`config.mk`:
```
export PLATFORM = sky130hd
export DESIGN_NAME = uart_frame_ctrl
export DESIGN_NICKNAME = d
export VERILOG_FILES = /design/src/rtl/uart_frame_ctrl.sv
export SDC_FILE = /design/constraint.sdc
export NUM_CORES = 1
export LEC_CHECK = 0
export BUFFER_PORTS_ARGS = -buffer_cell sky130_fd_sc_hd__buf_2
export CAP_MARGIN = 20
export CORE_MARGIN = 2
export CORE_UTILIZATION = 56
export DETAILED_ROUTE_END_ITERATION = 6
export HOLD_SLACK_MARGIN = 0.15
export PLACE_DENSITY_LB_ADDON = 0.15
export SLEW_MARGIN = 20
export SYNTH_ARGS = -nofsm -noshare
export SYNTH_HDL_FRONTEND = slang
export SYNTH_SLANG_ARGS = --single-unit
```
`constraint.sdc`:
```
create_clock -name clk_sys -period 2.5 [get_ports clk_sys]
set_clock_uncertainty 0.2 [all_clocks]
set_input_delay 0.5 -clock clk_sys [delete_from_list [all_inputs] [get_ports clk_sys]]
set_output_delay 0.5 -clock clk_sys [all_outputs]
set_load 0.01 [all_outputs]
```
`src/rtl/uart_frame_ctrl.sv`:
```
`default_nettype none
// ============================================================================
// Module   : uart_frame_ctrl
// Brief    : Assembles UART receive bytes into checksummed write frames
//            (HEADER, ADDR, LEN, payload, CSUM). The payload is buffered and
//            replayed to the register bank only after the checksum matches.
// Revision : 1.0 - initial release
// ============================================================================
module uart_frame_ctrl #(
  parameter logic [7:0] HEADER      = 8'hA5,
  parameter int         MAX_LEN     = 16,
  parameter int         TIMEOUT_CYC = 104_170
) (
  input  logic       clk_sys,
  input  logic       rst_n,
  input  logic [7:0] rx_dat,
  input  logic       data_rdy,
  output logic       wr_en,
  output logic [7:0] wr_addr,
  output logic [7:0] wr_data,
  output logic       frame_done,
  output logic       frame_err,
  output logic [1:0] err_code,
  output logic       busy
);

  localparam int         IW        = (MAX_LEN > 1) ? $clog2(MAX_LEN) : 1;
  localparam int         TW        = $clog2(TIMEOUT_CYC + 1);
  localparam logic [7:0] MAX_LEN_B = 8'(MAX_LEN);
  localparam logic [TW-1:0] TO_LAST = TW'(TIMEOUT_CYC - 1);

  typedef enum logic [2:0] {
    S_IDLE   = 3'd0,
    S_ADDR   = 3'd1,
    S_LEN    = 3'd2,
    S_DATA   = 3'd3,
    S_CSUM   = 3'd4,
    S_COMMIT = 3'd5
  } state_t;

  state_t        state, state_n;
  logic          data_rdy_d;
  logic          rx_valid;
  logic [7:0]    base, len, idx, csum;
  logic [TW-1:0] tcnt;
  logic          last_d;
  logic [7:0]    buffer [0:(1<<IW)-1];

  // control decoded from the state machine
  logic       take_addr, take_len, take_data;
  logic       csum_clr, idx_clr;
  logic       wr_fire, last_wr;
  logic       err_fire;
  logic [1:0] err_n;
  logic       active, timeout, tcnt_clr;

  // Rising edge of data_rdy: a held-high level counts as one byte.
  assign rx_valid = data_rdy & ~data_rdy_d;
  assign busy     = (state != S_IDLE);
  assign active   = (state == S_ADDR) || (state == S_LEN) ||
                    (state == S_DATA) || (state == S_CSUM);
  assign timeout  = active && (tcnt == TO_LAST);
  // The inter-byte timer restarts on every accepted byte and on every state change.
  assign tcnt_clr = rx_valid || (state_n != state) || !active;

  // State register.
  always_ff @(posedge clk_sys or negedge rst_n) begin
    if (!rst_n) state <= S_IDLE;
    else        state <= state_n;
  end

  // Next-state and per-cycle control decode.
  always_comb begin
    state_n   = state;
    take_addr = 1'b0;
    take_len  = 1'b0;
    take_data = 1'b0;
    csum_clr  = 1'b0;
    idx_clr   = 1'b0;
    wr_fire   = 1'b0;
    last_wr   = 1'b0;
    err_fire  = 1'b0;
    err_n     = 2'b00;
    case (state)
      S_IDLE: begin
        if (rx_valid && (rx_dat == HEADER)) begin
          state_n  = S_ADDR;
          csum_clr = 1'b1;
        end
      end
      S_ADDR: begin
        if (rx_valid) begin
          take_addr = 1'b1;
          state_n   = S_LEN;
        end
      end
      S_LEN: begin
        if (rx_valid) begin
          if ((rx_dat == 8'd0) || (rx_dat > MAX_LEN_B)) begin
            state_n  = S_IDLE;
            err_fire = 1'b1;
            err_n    = 2'b01;
          end else begin
            take_len = 1'b1;
            idx_clr  = 1'b1;
            state_n  = S_DATA;
          end
        end
      end
      S_DATA: begin
        if (rx_valid) begin
          take_data = 1'b1;
          if ((idx + 8'd1) == len) state_n = S_CSUM;
        end
      end
      S_CSUM: begin
        if (rx_valid) begin
          if (rx_dat == csum) begin
            state_n = S_COMMIT;
            idx_clr = 1'b1;
          end else begin
            state_n  = S_IDLE;
            err_fire = 1'b1;
            err_n    = 2'b10;
          end
        end
      end
      S_COMMIT: begin
        // Incoming bytes are ignored while the buffer is replayed.
        wr_fire = 1'b1;
        if ((idx + 8'd1) == len) begin
          last_wr = 1'b1;
          state_n = S_IDLE;
        end
      end
      default: state_n = S_IDLE;
    endcase
    // A byte arriving in the same cycle as the timeout takes precedence.
    if (timeout && !rx_valid) begin
      state_n  = S_IDLE;
      err_fire = 1'b1;
      err_n    = 2'b11;
    end
  end

  // Datapath registers, timer and registered output strobes.
  always_ff @(posedge clk_sys or negedge rst_n) begin
    if (!rst_n) begin
      data_rdy_d <= 1'b0;
      base       <= 8'd0;
      len        <= 8'd0;
      idx        <= 8'd0;
      csum       <= 8'd0;
      tcnt       <= '0;
      last_d     <= 1'b0;
      wr_en      <= 1'b0;
      wr_addr    <= 8'd0;
      wr_data    <= 8'd0;
      frame_done <= 1'b0;
      frame_err  <= 1'b0;
      err_code   <= 2'b00;
    end else begin
      data_rdy_d <= data_rdy;
      if (take_addr) base <= rx_dat;
      if (take_len)  len  <= rx_dat;
      if (csum_clr)
        csum <= 8'd0;
      else if (take_addr || take_len || take_data)
        csum <= csum ^ rx_dat;
      if (idx_clr)
        idx <= 8'd0;
      else if (take_data || wr_fire)
        idx <= idx + 8'd1;
      tcnt <= tcnt_clr ? '0 : tcnt + TW'(1);
      wr_en <= wr_fire;
      if (wr_fire) begin
        wr_addr <= base + idx;
        wr_data <= buffer[idx[IW-1:0]];
      end
      // frame_done lands one cycle after the final wr_en.
      last_d     <= last_wr;
      frame_done <= last_d;
      frame_err  <= err_fire;
      if (err_fire) err_code <= err_n;
    end
  end

  // Payload buffer; contents are don't-care out of reset.
  always_ff @(posedge clk_sys) begin
    if (take_data) buffer[idx[IW-1:0]] <= rx_dat;
  end

endmodule
`default_nettype wire

```
==> impl_metrics.ini, run 1 <==
[floorplan]
core_area_um2 = 15300
initial_core_util_pct = 57.5
io_pins = 33
die_w_um = 129
fp.dieArea_um2 = 16700
placementRows = 45
die_h_um = 129

[timing]
worst_pin_slew_ns = 0.675
holdWs_ns = 0.169
hold_viol_final = 0
rsz0062_at_grt = no
max_slew_margin_pct = 55.0
period_minus_slack_ns = 2.43
fin_ws_ns = 0.0676
finalCritPeriodShare_pct = 97.3
clock.fmax_ghz = 0.411
setup_viol = 0
slew_violations = 0

[setup_path]
cp-startpoint = idx[0]
critPathKind = reg -> reg
startpoint_type = register
required_ns = 2.69
cp-end-kind = register
crit_chain = buf_4 > inv_1 > ha_1 > xnor2_2 > nand3_1 > a2111oi_4 > nor2_1 > o31a_1
slowest_stage = dfrtp_2
slowest_delay_ns = 0.44
r2r-start = idx[0]
path_max_fanout = 5
arrival_ns = 2.62

[cts]
cts_inserted_buffers = 21
clock_path_buffers = 3
cts_tree = built
cts_num_sinks = 203
clk_pin_slew_ns = 0.06
postCtsSetupBuffers = 0
htreeDepth = 1
cts-root-buf = clkbuf_16
clock_latency_ns = 0.50

[run]
drv_cap = 0

[synthesis]
ys_types = 51
synth-edff-count = 128
synth_seq_cells = 203
yosys_warnings = 0
syn-num-nets = 612
synthCells = 587
synthesis.area_um2 = 8770
yosys_most_used_dff = edfxtp_1
avgSynthCellArea_um2 = 14.9
synth_seq_area_share_pct = 65.2
synthArstFlopShare_pct = 36.9

[grt]
antenna_found_initial = 1
grt_start_max_net_pins = 51
first_global_vias = 5233
grt_pass1_wl_um = 29100
grt-ovfl-total = 0
grt_usage_pct = 23.3

[layout]
design_area_um2 = 10300
final_common_cell = edfxtp_1
final_util_pct = 67.5
final_nets = 710
final_cell_mix = 128 x edfxtp_1, 73 x dfrtp_1, 70 x nand2_1
drive_above_1_share_pct = 27.4
syn2layout_area_growth_pct = 17.4

[power]
p_per_area_nw_per_um2 = 754
total_power_uw = 7760
p_leak_uw = 0.00403
ir_worst_vdd_mv = 0.497

[routing]
drt-pass1-iter-count = 5
vias_per_cell = 5.67
drc = 0
vias = 5174
antenna_left = 0
wl_per_cell_um = 20.3
wirelength_um = 18500
drt-initial-drc-count = 386

[hold_path]
min_from = last_d
holdCritPathClass = reg -> reg

[outcome]
status = finished clean

[placement]
port_buffers = 32
place_hpwl_um = 12400
dp_slack_ns = -0.0103
place_area_um2 = 9590
gp_congestion = 0.796
[stage by stage]
stage               setup TNS [ns]  std cells
finish                           0        912
detailed placement         -0.0103        870
CTS                              0        911
floorplan                        0        587
global placement                 0        870
global route                     0        911
[cell type report]
class / count / area (µm²)
antenna: 1 / 2.50
clock buffer: 32 / 618
clock inverter: 6 / 33.8
fill: 1055 / 4960
inverter: 8 / 30.0
multi-input combinational: 353 / 2930
sequential: 203 / 5720
tap: 211 / 264
timing repair buffer: 98 / 694
[logic make-up (layout without fill, tap and decap cells)]
| family | after synthesis | count (layout) | synth area share (%) |
|---|---|---|---|
| AO/OA/AOI/OAI | 50 | 50 | 4.05 |
| XOR/XNOR | 41 | 41 | 4.10 |
| adder cells (fa/ha/maj) | 14 | 14 | 2.08 |
| buffers and inverters | 31 | 144 | 1.54 |
| flip-flops | 203 | 203 | 65.2 |
| multiplexers | 59 | 59 | 12.6 |
| other | 0 | 1 | 0 |
| AND/OR/NAND/NOR | 189 | 189 | 10.4 |
[cells in the mapped netlist (3+ instances only)]
master	n	area share [%]
edfxtp_1	128	44
nor2_1	46	2.0
nand2_1	70	3.0
a21oi_1	9	0.51
nand4_1	5	0.36
dfrtp_1	75	21
mux2_2	12	1.5
and3_1	5	0.36
o21ai_0	14	0.80
nor2b_1	3	0.21
or3_1	4	0.29
mux4_2	40	10
clkbuf_1	13	0.56
o21a_1	4	0.34
a31oi_1	7	0.50
xor2_1	23	2.3
mux2i_1	6	0.68
inv_1	8	0.34
xnor2_1	18	1.8
and2_1	5	0.36
nor3_1	15	0.86
nor4_1	6	0.43
buf_2	6	0.34
ha_1	13	1.9
nand2b_1	7	0.50
nand3_1	14	0.80
[worst max-delay path: cells and delay by family (launching register included)]
kind                     cells  cell delay (ns)
buffers and inverters        2             0.30
XOR/XNOR                     1             0.15
AO/OA/AOI/OAI                2             0.66
adder cells (fa/ha/maj)      1             0.30
AND/OR/NAND/NOR              2             0.27
flip-flops                   1             0.44
[layer usage]
layer	up-vias	global-route usage [%]	wire, µm
met2	131	38.5	8900
met5	-	0	0
met4	0	5.05	270
met1	2637	33.0	8210
met3	26	4.46	1120
li1	2380	-	-
[report_power, final]
part           switching, µW  total, µW  internal (µW)
combinational            492        992            500
clock                   1250       2950           1710
sequential               111       3820           3710
[repair_timing]
action,4_1_cts,5_1_grt
endpoints found under the setup margin,0,5
gates resized for setup,0,7
hold buffers,3,0
endpoints found under the hold margin,51,0
[state kept, by name (all words and copies together), names as in the netlist]
signal,cells
tcnt,17
csum,8
data_rdy_d,1
err_code,2
len,8
state,3
idx,8
base,8
wr_addr,8
wr_data,8
buffer,128
wr_en,1
frame_err,1
last_d,1
frame_done,1
[path summary, 6_finish.rpt]
check | slack [ns] | to | depth (start not counted)
max in group asynchronous | 1.11 | idx[1] | 3
worst max register to register | 0.07 | state[0] | 8
worst min-delay path | 0.17 | frame_done | 0
worst min register to register | 0.17 | frame_done | 0
worst max-delay path | 0.07 | state[0] | 8
min in group asynchronous | 0.37 | wr_data[6] | 2
Power figures use the tool's default switching activity.
==> run 2: changes to the inputs <==
PLACE_DENSITY = 0.73   (was default)
PLACE_DENSITY_LB_ADDON = default   (was 0.15)
==> run 2 against run 1 <==
Compared with the run above:
- design area is 0.68% higher
- non-clock buffer count decreased by 2
- critical path depth down 2
- sequential share of layout area fell by 0.38 points
- first-iteration DRC count down 8.0%
- flip-flop and latch count is the same
- fmax grew 0.52%
- clock power is 8.8% higher
- final cell count fell by 0.33%
==> impl_metrics.ini, run 2 (synthesis results as in run 1) <==
[layout]
largest_reg_flops = 128
drive_above_1_share_pct = 27.7
syn2layout_area_growth_pct = 18.2
design_area_um2 = 10400
final_common_cell = edfxtp_1
final_cell_mix = 128 x edfxtp_1, 73 x dfrtp_1, 70 x nand2_1
antenna_cells = 0
instances_no_fill = 909
fillers = 1020
final_nets = 708

[hold_path]
whs_path_depth = 0
holdCritPathClass = reg -> reg
holdPathEnd = frame_done
min_from = last_d

[cts]
clock_latency_ns = 0.50
htreeDepth = 1
cts_tree = built
cts-root-buf = clkbuf_16
clock_path_buffers = 3
cts_inserted_buffers = 21
cts_num_sinks = 203
clk_pin_slew_ns = 0.07

[timing]
period_minus_slack_ns = 2.42
finalCritPeriodShare_pct = 96.8
worst_pin_slew_ns = 0.608
clock.fmax_ghz = 0.413
setup_viol = 0
finalSetupTns_ns = 0
max_slew_margin_pct = 59.3
slew_violations = 0
hold_viol_final = 0
holdWs_ns = 0.152
fin_ws_ns = 0.0802

[routing]
routedLengthMet1_um = 7790
wirelength_um = 17800
drt-initial-drc-count = 355
antenna_left = 0
top_layer = met5
drc = 0
vias_per_cell = 5.69
vias = 5170
dr_wl_met3_um = 1060
wl_per_cell_um = 19.6
drt-pass1-iter-count = 5
wl_met2_um = 8700

[placement]
place_hpwl_um = 12100
gp_congestion = 0.864
port_buffers = 32
placed_cells = 860
dp_slack_ns = -0.0522
place_area_um2 = 9510

[setup_path]
r2r_setup_slack_ns = 0.08
crit_buf_inv = 0
r2r-start = idx[0]
worstReg2RegEnd = state[0]
critPathKind = reg -> reg
path_max_fanout = 7
crit_chain = and4_4 > a21boi_2 > or4b_4 > a2111oi_4 > nor2_1 > o31a_1
required_ns = 2.69
slowest_delay_ns = 0.53
slowest_stage = or4b_4
cp-end-kind = register
cp_top_family = simple AND/OR/NAND/NOR gates
arrival_ns = 2.61
startpoint_type = register
reg2reg_depth = 6

[floorplan]
placementRows = 45
die_h_um = 129
fp.dieArea_um2 = 16700
initial_core_util_pct = 57.5
io_pins = 33
core_area_um2 = 15300
die_w_um = 129

[grt]
grt-ovfl-total = 0
grt_pass1_wl_um = 28300
first_global_vias = 5164
grt_start_max_net_pins = 41
grt_usage_pct = 22.3
antenna_found_initial = 1

[run]
drv_cap = 0

[outcome]
status = finished clean

[power]
pwr-share-comb_pct = 12.6
switchingPower_uw = 1860
p_seq_share_pct = 47.5
p_leak_uw = 0.00405
ir_worst_vdd_mv = 0.445
p_per_area_nw_per_um2 = 776
switching_share_pct = 23.1
pwr-share-clk_pct = 39.9
p_int_uw = 6190
-- run 2: worst max-delay path by stage --
stage	startpoint	to	slack, ns	depth (start not counted)
floorplan	idx[1]	wr_addr[6]	0.008	10
global route	idx[1]	wr_addr[7]	-0.002	8
finish	idx[0]	state[0]	0.08	6
global placement	rx_dat[1]	base[7]	0.02	8
CTS	idx[1]	wr_addr[6]	0.02	9
detailed placement	rx_dat[1]	base[5]	-0.05	8
-- run 2: what timing repair did --
item | CTS | global route
endpoints found under the hold margin | 43 | 0
setup endpoints to repair | 0 | 13
hold buffers | 5 | 0
resized for setup | 0 | 9
buffers inserted | 0 | 6
-- run 2: cell type report --
class                           instances  area [µm²]  area share, %
Sequential cell                       203        5720           55.2
Timing Repair Buffer                   96         701           6.76
Clock buffer                           23         533           5.14
Clock inverter                         15         180           1.74
Multi-Input combinational cell        353        2940           28.3
Inverter                                8        30.0          0.290
Tap cell                              211         264           2.55
-- run 2: per-stage QoR --
stage	power, µW	util, %
after floorplan	4520	-
after global placement	4800	62.4
after detailed placement	4830	62.4
after CTS	8050	67.4
after global routing	8340	67.9
final	8050	67.9
-- run 2: worst register-to-register path: cells and delay by family (launching register included) --
family / cells / cell delay [ns]
AOI/OAI and AO/OA: 3 / 0.77
DFF: 1 / 0.47
and+or+nand+nor: 3 / 0.89
-- run 2: metal layers --
| metal | track usage (%) | up-vias |
|---|---|---|
| li1 | - | 2385 |
| met1 | 30.9 | 2604 |
| met2 | 36.3 | 154 |
| met3 | 4.58 | 25 |
| met4 | 6.46 | 2 |
| met5 | 0 | - |
-- run 2: power by group through the flow --
stage | sequential (µW) | combinational, µW | clock [µW]
floorplan | 3850 | 668 | 0
global placement | 3880 | 920 | 0
detailed placement | 3890 | 947 | 0
CTS | 3820 | 962 | 3270
global route | 3840 | 1120 | 3390
finish | 3820 | 1010 | 3210
==> run 3: changes to the inputs <==
CELL_PAD_IN_SITES_DETAIL_PLACEMENT = 1   (was default)
CELL_PAD_IN_SITES_GLOBAL_PLACEMENT = 1   (was default)
CORE_UTILIZATION = 47   (was 56)
PLACE_DENSITY = 0.72   (was 0.73)
SLEW_MARGIN = default   (was 20)
==> run 3 against run 2 <==
Compared with the run above:
- sequential power is essentially flat
- die area grew 19%
- flip-flop and latch count is the same
- largest power group unchanged
==> impl_metrics.ini, run 3 (synthesis results as in run 1) <==
[outcome]
status = finished clean

[routing]
vias = 5262
wirelength_um = 20600
drt-pass1-iter-count = 5
wl_per_cell_um = 22.2
antenna_left = 0
drt-initial-drc-count = 323
vias_per_cell = 5.68
drc = 0

[layout]
final_cell_mix = 128 x edfxtp_1, 74 x dfrtp_1, 70 x nand2_1
antenna_cells = 0
largest_reg_flops = 128
drive_above_1_share_pct = 26.0
final_util_pct = 56.8
syn2layout_area_growth_pct = 17.5
final_nets = 709
final_common_cell = edfxtp_1
design_area_um2 = 10300
fillers = 1755

[power]
switchingPower_uw = 1870
p_per_area_nw_per_um2 = 761
pwr-share-clk_pct = 38.1
pwr-share-comb_pct = 12.8
p_seq_share_pct = 49.1
p_leak_uw = 0.00402
p_int_uw = 5970
ir_worst_vdd_mv = 0.407
switching_share_pct = 23.8

[hold_path]
holdPathEnd = frame_done
whs_path_depth = 0
holdCritPathClass = reg -> reg
min_from = last_d

[placement]
gp_congestion = 0.806
place_area_um2 = 9570
place_hpwl_um = 14300
port_buffers = 32

[timing]
clock.fmax_ghz = 0.413
period_minus_slack_ns = 2.42
finalCritPeriodShare_pct = 96.8
slew_violations = 0
hold_viol_final = 0
worst_pin_slew_ns = 0.668
setup_viol = 0
holdWs_ns = 0.152
max_slew_margin_pct = 55.3

[setup_path]
startpoint_type = primary input
critPathKind = in -> reg
arrival_ns = 2.60
required_ns = 2.68
path_max_fanout = 19
cp-end-kind = register
reg2reg_depth = 8
worstReg2RegEnd = state[0]
r2r_setup_slack_ns = 0.11
r2r-start = idx[1]

[floorplan]
die_h_um = 141
placementRows = 49
core_area_um2 = 18100
initial_core_util_pct = 48.3
io_pins = 33
die_w_um = 141
fp.dieArea_um2 = 19800

[cts]
clock_path_buffers = 3
cts_tree = built
cts-root-buf = clkbuf_16
cts_num_sinks = 203
htreeDepth = 1
clock_latency_ns = 0.50
clk_pin_slew_ns = 0.06
cts_inserted_buffers = 22

[run]
drv_cap = 0

[grt]
grt-ovfl-total = 0
grt_pass1_wl_um = 33200
grt_start_max_net_pins = 45
grt_usage_pct = 21.9
antenna_found_initial = 0
first_global_vias = 5888
[run 3: changes by cell type in the layout (fill, tap and decap cells not counted), moves of 2 or more]
cell        delta
clkinv_1       +3
clkbuf_16      +2
clkinv_2       -4
bufinv_16      -3
clkinvlp_4     -2
clkbuf_1       +4
[run 3: cell type report]
class,instances,area (µm²),area share (%)
Clock buffer,29,598,5.80
Clock inverter,8,57.6,0.558
Inverter,8,30.0,0.291
Multi-Input combinational cell,353,2930,28.4
Sequential cell,203,5720,55.5
Tap cell,229,287,2.78
Timing Repair Buffer,96,687,6.67
[run 3: worst max-delay path, stage by stage]
cell and delay, ns:
dlygate4sd3_1 0.53, buf_2 0.14, buf_4 0.27, nor3_1 0.08, buf_4 0.15, nand3_4 0.08, o31ai_4 0.08, nor4b_4 0.21
buf_4 0.20, mux2_2 0.35
[run 3: how the worst max path moves through the flow]
stage / startpoint / to / slack [ns] / cells after the start
2_1_floorplan: idx[1] / wr_addr[6] / 0.008 / 10
3_3_place_gp: rx_dat[0] / base[4] / 0.02 / 8
3_5_place_dp: rx_dat[0] / base[4] / 0.01 / 8
4_1_cts: rx_dat[5] / base[5] / 0.04 / 10
5_1_grt: idx[1] / state[2] / -0.01 / 8
6_report: rx_dat[7] / base[5] / 0.08 / 10
[run 3: what timing repair did]
item                                    4_1_cts  5_1_grt
endpoints found under the setup margin        0       13
buffers inserted                              0        1
resized for setup                             0        5
hold buffers                                  6        0
hold endpoints to repair                     76        0
[run 3: per-layer routing]
| metal | routed length (µm) | track usage [%] | vias to the layer above |
|---|---|---|---|
| met4 | 488 | 6.84 | 0 |
| met5 | 0 | 0 | - |
| met1 | 8900 | 29.6 | 2713 |
| li1 | - | - | 2374 |
| met2 | 10300 | 37.4 | 136 |
| met3 | 901 | 3.02 | 39 |
[run 3: per-stage QoR]
step / worst slack, ns / power, µW / TNS (ns) / instances
floorplan: 0.00802 / 4520 / 0 / 587
global placement: 0.0248 / 4860 / 0 / 882
detailed placement: 0.0149 / 4910 / 0 / 882
CTS: 0.0379 / 7910 / 0 / 925
global route: -0.0130 / 8150 / -0.0130 / 926
finish: 0.0789 / 7840 / 0 / 926
[run 3: power groups by stage]
stage / Combinational (µW) / Clock (µW) / Sequential [µW]
after floorplan: 668 / 0 / 3850
after global placement: 952 / 0 / 3900
after detailed placement: 994 / 0 / 3920
after CTS: 1010 / 3050 / 3850
after global routing: 1110 / 3170 / 3870
final: 1010 / 2990 / 3850
